==> config.mk <==
export PLATFORM = sky130hd
export DESIGN_NAME = seqdet_ctrl
export DESIGN_NICKNAME = d
export VERILOG_FILES = /design/src/rtl/seqdet_ctrl.sv
export SDC_FILE = /design/constraint.sdc
export NUM_CORES = 1
export LEC_CHECK = 0
export BUFFER_PORTS_ARGS = -buffer_cell sky130_fd_sc_hd__buf_2
export CORE_UTILIZATION = 45
export DETAILED_ROUTE_END_ITERATION = 6
export PLACE_DENSITY = 0.66
export SYNTH_ARGS = -nofsm -noshare
export SYNTH_HDL_FRONTEND = slang
export SYNTH_SLANG_ARGS = --single-unit
==> constraint.sdc <==
create_clock -name clk -period 2 [get_ports clk]
set_input_delay 0.4 -clock clk [delete_from_list [all_inputs] [get_ports clk]]
set_output_delay 0.4 -clock clk [all_outputs]
set_load 0.1 [all_outputs]
==> src/rtl/seqdet_ctrl.sv <==
// seqdet_ctrl: serialises parallel words MSB first into a continuous bit
// stream and detects a programmable 4-bit pattern, with overlapping matches.
// Matches are counted in a saturating counter that drives a sticky
// threshold interrupt.
//
// Optional feature: define SEQDET_CTRL_SKID_EN to add a one-word holding
// buffer. With the buffer, a word can be accepted while the previous one is
// still shifting, and consecutive words are serialised with no idle cycle.

`timescale 1ns/1ps

module seqdet_ctrl #(
    parameter int WORD_W = 8,
    parameter int CNT_W  = 8
) (
    input  logic              clk,
    input  logic              clr,
    input  logic              cfg_we,
    input  logic [3:0]        cfg_pattern,
    input  logic              in_valid,
    output logic              in_ready,
    input  logic [WORD_W-1:0] in_data,
    output logic              busy,
    output logic              match,
    output logic [CNT_W-1:0]  match_cnt,
    input  logic              cnt_clr,
    input  logic [CNT_W-1:0]  thresh,
    output logic              irq,
    input  logic              irq_ack
);

    localparam int BIT_W = (WORD_W > 1) ? $clog2(WORD_W) : 1;
    localparam logic [BIT_W-1:0] LAST_BIT = BIT_W'(WORD_W - 1);
    localparam logic [3:0] RESET_PATTERN = 4'b1101;

    typedef enum logic {
        IDLE  = 1'b0,
        SHIFT = 1'b1
    } state_t;

    state_t            state;
    logic [WORD_W-1:0] sreg;
    logic [BIT_W-1:0]  bit_cnt;

    logic [3:0]        pattern;
    logic [3:0]        history;
    logic [2:0]        seen_cnt;

    logic              transfer;
    logic              cur_bit;
    logic [3:0]        hist_next;
    logic              det;
    logic              last_bit;
    logic              cnt_full;
    logic              cnt_inc;
    logic [CNT_W-1:0]  cnt_plus1;
    logic [CNT_W-1:0]  cnt_next;
    logic              irq_set;

`ifdef SEQDET_CTRL_SKID_EN
    logic              skid_full;
    logic [WORD_W-1:0] skid_data;

    // The holding buffer is the only thing that can refuse a word.
    assign in_ready = !skid_full;
`else
    // Without a buffer a word can only be taken while nothing is shifting.
    assign in_ready = (state == IDLE);
`endif

    assign busy      = (state == SHIFT);
    assign transfer  = in_valid && in_ready;

    // The bit being presented this cycle is always the top of the shifter.
    assign cur_bit   = sreg[WORD_W-1];
    assign hist_next = {history[2:0], cur_bit};
    assign last_bit  = (state == SHIFT) && (bit_cnt == LAST_BIT);

    // A detection needs the current bit to complete the window and at least
    // three earlier bits in the history, so four bits in total.
    assign det       = (state == SHIFT) && (hist_next == pattern) &&
                       (seen_cnt >= 3'd3);

    assign cnt_full  = &match_cnt;
    assign cnt_inc   = det && !cnt_full;
    assign cnt_plus1 = match_cnt + CNT_W'(1);

    // Clearing the counter beats a simultaneous detection.
    assign cnt_next  = cnt_clr ? '0 : (cnt_inc ? cnt_plus1 : match_cnt);

    // The flag fires only on the step that lands on the threshold; a zero
    // threshold can never be reached by an increment.
    assign irq_set   = cnt_inc && !cnt_clr && (thresh != '0) &&
                       (cnt_plus1 == thresh);

    // Serialiser control: accept words, shift them out MSB first, and either
    // chain into the next word or fall back to IDLE after the last bit.
    always_ff @(posedge clk or posedge clr) begin
        if (clr) begin
            state     <= IDLE;
            sreg      <= '0;
            bit_cnt   <= '0;
`ifdef SEQDET_CTRL_SKID_EN
            skid_full <= 1'b0;
            skid_data <= '0;
`endif
        end else begin
            case (state)
                IDLE: begin
                    if (transfer) begin
                        sreg    <= in_data;
                        bit_cnt <= '0;
                        state   <= SHIFT;
                    end
                end
                SHIFT: begin
                    sreg    <= sreg << 1;
                    bit_cnt <= bit_cnt + BIT_W'(1);
                    if (last_bit) begin
`ifdef SEQDET_CTRL_SKID_EN
                        if (skid_full) begin
                            sreg      <= skid_data;
                            bit_cnt   <= '0;
                            skid_full <= 1'b0;
                        end else if (transfer) begin
                            sreg    <= in_data;
                            bit_cnt <= '0;
                        end else begin
                            state <= IDLE;
                        end
`else
                        state <= IDLE;
`endif
                    end
`ifdef SEQDET_CTRL_SKID_EN
                    else if (transfer) begin
                        skid_data <= in_data;
                        skid_full <= 1'b1;
                    end
`endif
                end
                default: begin
                    state <= IDLE;
                end
            endcase
        end
    end

    // Pattern register plus the running 4-bit history of the stream; the
    // history spans word boundaries and is only reset by a new pattern.
    always_ff @(posedge clk or posedge clr) begin
        if (clr) begin
            pattern  <= RESET_PATTERN;
            history  <= '0;
            seen_cnt <= '0;
        end else if (cfg_we && (state == IDLE)) begin
            pattern  <= cfg_pattern;
            history  <= '0;
            seen_cnt <= '0;
        end else if (state == SHIFT) begin
            history <= hist_next;
            if (seen_cnt != 3'd4) begin
                seen_cnt <= seen_cnt + 3'd1;
            end
        end
    end

    // Registered match pulse, saturating match counter and sticky irq, where
    // a new threshold hit outranks an acknowledge in the same cycle.
    always_ff @(posedge clk or posedge clr) begin
        if (clr) begin
            match     <= 1'b0;
            match_cnt <= '0;
            irq       <= 1'b0;
        end else begin
            match     <= det;
            match_cnt <= cnt_next;
            if (irq_set) begin
                irq <= 1'b1;
            end else if (irq_ack) begin
                irq <= 1'b0;
            end
        end
    end

endmodule
Word level (Yosys, flattened, before mapping)
Index checks and enable logic that the tools add are counted.

word-level totals
  register bits = 32
  input bits = 26
  output and inout port bits = 12
  word-level logic and storage cells = 53

operators by class
  add/sub/neg operators = 3
  magnitude comparators = 1
  equal/unequal tests = 5
  mux-type cells = 16
  bitwise gates (word level) = 1
  reduce and logical (&&, ||, !) cells = 18

operator list
  cell                   count
  $mux W8                3
  $mux W3                6
  $pmux W8 S2            1
  $logic_and A1 B1 Y1    9
  $add A8 B1 Y8 const B  1
  $eq A8 B8 Y1           1
  $reduce_and A8 Y1      1
  $reduce_bool A2 Y1     4
  $reduce_bool A8 Y1     1
  $add A3 B1 Y3 const B  2
  $pmux W3 S2            1
  $eq A4 B4 Y1           1
  $mux W1                4
  $eq A3 B3 Y1 const B   1
  $ge A3 B2 Y1 const B   1
  $ne A3 B3 Y1 const B   1
  $logic_not A1 Y1       2
  $ne A2 B1 Y1 const B   1
  $pmux W1 S2            1
  $reduce_and A2 Y1      1
  $not A1 Y1             1

Logic depth before layout (Yosys ltp)
  depth after elaboration = 8
  depth in mapped cells = 8
  gate-level depth less buffers = 7

Least setup slack after synthesis
OpenSTA, ideal clock, no wires.

  kind = reg-to-reg
  start = reg match_cnt[1]
  end = reg match_cnt[5]
  arrival = 2.514 ns
  required time = 1.922 ns
  setup slack = -0.592 ns
  stages on the path, launching flop included = 8
  buffers on the path = 1
  clock period less this slack = 2.592 ns
  cell sequence = dfrtp_1 > ha_1 > nand3_1 > nor2_1 > or3_1 > buf_6 > or4_1 > a21oi_1

between the ends
  longest elaborated chain between the ends = 4

ends and longest elaborated chain
  what                                                                   line  RTL
  start: declaration                                                     25    output logic [CNT_W-1:0] match_cnt,
  start signal: assignment                                               177   match_cnt <= cnt_next;
  parallel branches: the longest is 4 deep, another holds $add A8 B1 Y8  -

Parallel ways; which one is timed is not known. The select of a mux whose other input is x is not followed.
A chain may end at the register's enable or synchronous reset.

Worst setup path after layout
  start = reg seen_cnt[0]
  end = reg match_cnt[5]

between the ends
  longest elaborated chain between the ends = 4

ends and longest elaborated chain
  what                                 line  RTL
  start: declaration                   47    logic [2:0] seen_cnt;
  start signal: assignment             163   seen_cnt <= seen_cnt + 3'd1;
  $ge A3 B2 Y1                         82    (seen_cnt >= 3'd3);
  $logic_and A1 B1 Y1                  81    assign det = (state == SHIFT) && (hist_next == pattern) &&
  $logic_and A1 B1 Y1                  85    assign cnt_inc = det && !cnt_full;
  $reduce_bool A2 Y1 (no source line)  -

Every way passes these cells.

==> impl_metrics.toml <==
[yosys]
synth_top_area_share_pct = 40.31
ys_ff_latch = 32
synth_fp_nets = 216
synth_ff_type = "dfrtp_1"
synth_enable_flop_cells = 0
synthArstFlopShare_pct = 100.0
yosys_warnings = 0
synth_area_um2 = 1800
synth_top_cell_by_area = "dfrtp_1"
synth_cells = 184
yosysUniqueCellTypes = 38
yosysSeqAreaShare_pct = 44.68
synth_area_leaders = "dfrtp_1 (40%), mux2i_1 (6.1%), dfstp_2 (4.4%)"
postSynthAreaPerCell_um2 = 9.785

[critical_path]
reg2reg_slack_ns = 0.05
critPathMaxFanout = 6
worstPathCellList = "ha_2, ha_4, a211o_1, nand4_2, or3_4, or4_4, a21oi_2"
crit_required_ns = 2.21
rr_worst_depth = 7
r2r-end = "match_cnt[5]$_DFFE_PP0P_"
cp-end-kind = "register"
crit_cells = 7
crit_type = "reg2reg"
cp-start-kind = "register"
critPathCapture = "match_cnt[5]$_DFFE_PP0P_"
slowest_delay_ns = 0.43
worstReg2RegStart = "seen_cnt[0]$_DFFE_PP0P_"
path_buf_inv = 0
critical-path-top-delay-family = "simple AND/OR/NAND/NOR gates"
crit_arrival_ns = 2.16
crit_path_start = "seen_cnt[0]$_DFFE_PP0P_"
slowest_stage = "or4_4"

[route]
routedWlPerCell_um = 14.25
drtPass1Iterations = 4
vias = 1505
routed_wl_um = 3962
drc = 0
avgViaCountPerCell = 5.414
antenna_left = 0
drtIter0Drc = 85

[final_layout]
n_antenna_cell = 0
synthToLayoutAreaGrowth_pct = 23.97
fin_nets = 261
final_cells = 278
fillCellCount = 352
layout-drive-gt1-share_pct = 36.09
layout_common_cells = "buf_2 (36), nand2_1 (21), dfrtp_1 (20)"
mostFrequentLayoutCell = "buf_2"

[cts]
htreeDepth = 2
cts-buffers-inserted = 5
cts_buffer_depth = 2
cts_tree = "done"
clk_latency_ns = 0.28
cts-hold-fix-buffers = 0
clock_sinks = 32
ctsRootBufferMaster = "clkbuf_8"
clk_pin_slew_ns = 0.06

[timing]
min_period_ns = 1.946
timing.hold.ws_ns = 0.1238
setup_violations = 0
finalWorstSetupSlack_ns = 0.05443
drv_slew = 0
tightest_slew_ns = 0.4793
finalClockSkew_ns = 0.003823
rsz0062_at_grt = "yes"
slew_headroom_pct = 68.01
clock.fmax_mhz = 514.0
fin_crit_sh_pct = 97.28
finalHoldViolCount = 0

[die]
initial_core_util_pct = 48.09
fp.dieW_um = 65.26
pin_count = 38
die_area_um2 = 4258
die_h_um = 65.26
num_rows = 22
core_area_um2 = 3744

[placed_design]
io_buffer_count = 37
preCtsSetupSlack_ns = -0.01918
place_hpwl_um = 2972
place.gp.congestion = 0.8979
place_inst = 268

[pwr]
power_per_cell_area_nw_per_um2 = 1289
power.leakage_nw = 1.008
ir_drop_uv = 623.8
power_mw = 2.878

[global_routing]
met3_usage_pct = 5.729
grt_pass1_vias = 1422
grt_overflow = 0
grt_util_met1_pct = 27.70
grt_usage_pct = 20.18
grt_max_degree = 28
groute.layer.met2.usage_pct = 30.80
antenna_found_initial = 0
grt_pass1_wl_um = 6465
top_usage_layer = "met2"

[status]
status = "finished clean"

[worst_hold_path]
hold_class = "in2async"

[run]
maxCapViolCount = 0
==> report_power, final <==
part | internal (mW) | switching, mW | total, mW
clock network | 0.244 | 0.221 | 0.465
registers | 0.901 | 0.149 | 1.05
logic | 0.558 | 0.805 | 1.36
total | 1.70 | 1.18 | 2.88
==> per-stage QoR <==
stage	util (%)	instance area [um^2]	setup TNS [ns]
final	59.63	2232	0
after global routing	59.63	2232	-0.1851
after CTS	58.52	2191	0
after detailed placement	56.22	2105	-0.01918
after global placement	56.22	2105	0
after floorplan	-	1846	-0.06421
==> routing by layer <==
metal | vias up | share of wire [%]
met5 | - | 0
met4 | 0 | 1.1
met3 | 5 | 4.2
met2 | 40 | 47
met1 | 712 | 47
li1 | 748 | -
==> timing repair <==
item	in CTS	in global routing
gates resized for setup	1	6
setup endpoints to repair	2	3
buffers inserted	0	2
pin swaps	0	5
==> sequential cells by signal, summed over array words and instances, names as in the netlist <==
signal and cells:
bit_cnt 3, busy 1, match 1, match_cnt 8, seen_cnt 3, irq 1, history 3, pattern 4
sreg 8
==> logic make-up (layout without fill, tap and decap cells) <==
| family | count (synthesis) | after routing | synth area share (%) |
|---|---|---|---|
| AOI/OAI and AO/OA | 36 | 36 | 12.09 |
| muxes | 15 | 15 | 8.617 |
| adders and majority gates | 6 | 6 | 4.169 |
| buffers and inverters | 18 | 64 | 5.143 |
| and+or+nand+nor | 63 | 63 | 18.07 |
| xor gates and xnor gates | 14 | 14 | 7.228 |
| DFF | 32 | 32 | 44.68 |
==> synthesized netlist by cell type (3+ instances only) <==
cell type	n
a21oi_1	7
mux2i_1	11
o21ai_0	14
xnor2_1	9
inv_1	6
dfrtp_1	29
xor2_1	4
ha_1	6
o21ai_1	4
buf_1	3
a22o_1	3
mux2_2	4
o31ai_1	3
buf_6	3
or3_1	5
nor2_1	12
nor4_1	6
nand3_1	5
dfstp_2	3
nand2_1	21
==> worst min path at each step <==
stage,cells after the start,slack [ns],from,endpoint
after global placement,2,0.43,clr,match_cnt[0]$_DFFE_PP0P_
after global routing,2,0.16,clr,busy$_DFF_PP0_
after detailed placement,2,0.44,clr,match_cnt[0]$_DFFE_PP0P_
after floorplan,2,0.45,sreg[0]$_DFFE_PP0P_,sreg[1]$_DFFE_PP0P_
final,2,0.12,clr,seen_cnt[0]$_DFFE_PP0P_
after CTS,2,0.14,clr,busy$_DFF_PP0_
==> worst reg2reg max path: stages (launching register included) <==
cell,delay (ns)
dfrtp_1,0.38
ha_2,0.21
ha_4,0.12
a211o_1,0.10
nand4_2,0.09
or3_4,0.42
or4_4,0.43
a21oi_2,0.12
==> final cells by class <==
class,count,area [um^2],area share [%]
multi-input cells,134,950.9,42.60
clock inverters,1,5.005,0.2242
repair buffers,48,286.5,12.84
inverters,8,30.03,1.345
flip-flops and latches,32,823.3,36.88
well taps,48,60.06,2.691
clock buffers,7,76.32,3.419
(Power assumes the default switching activity.)
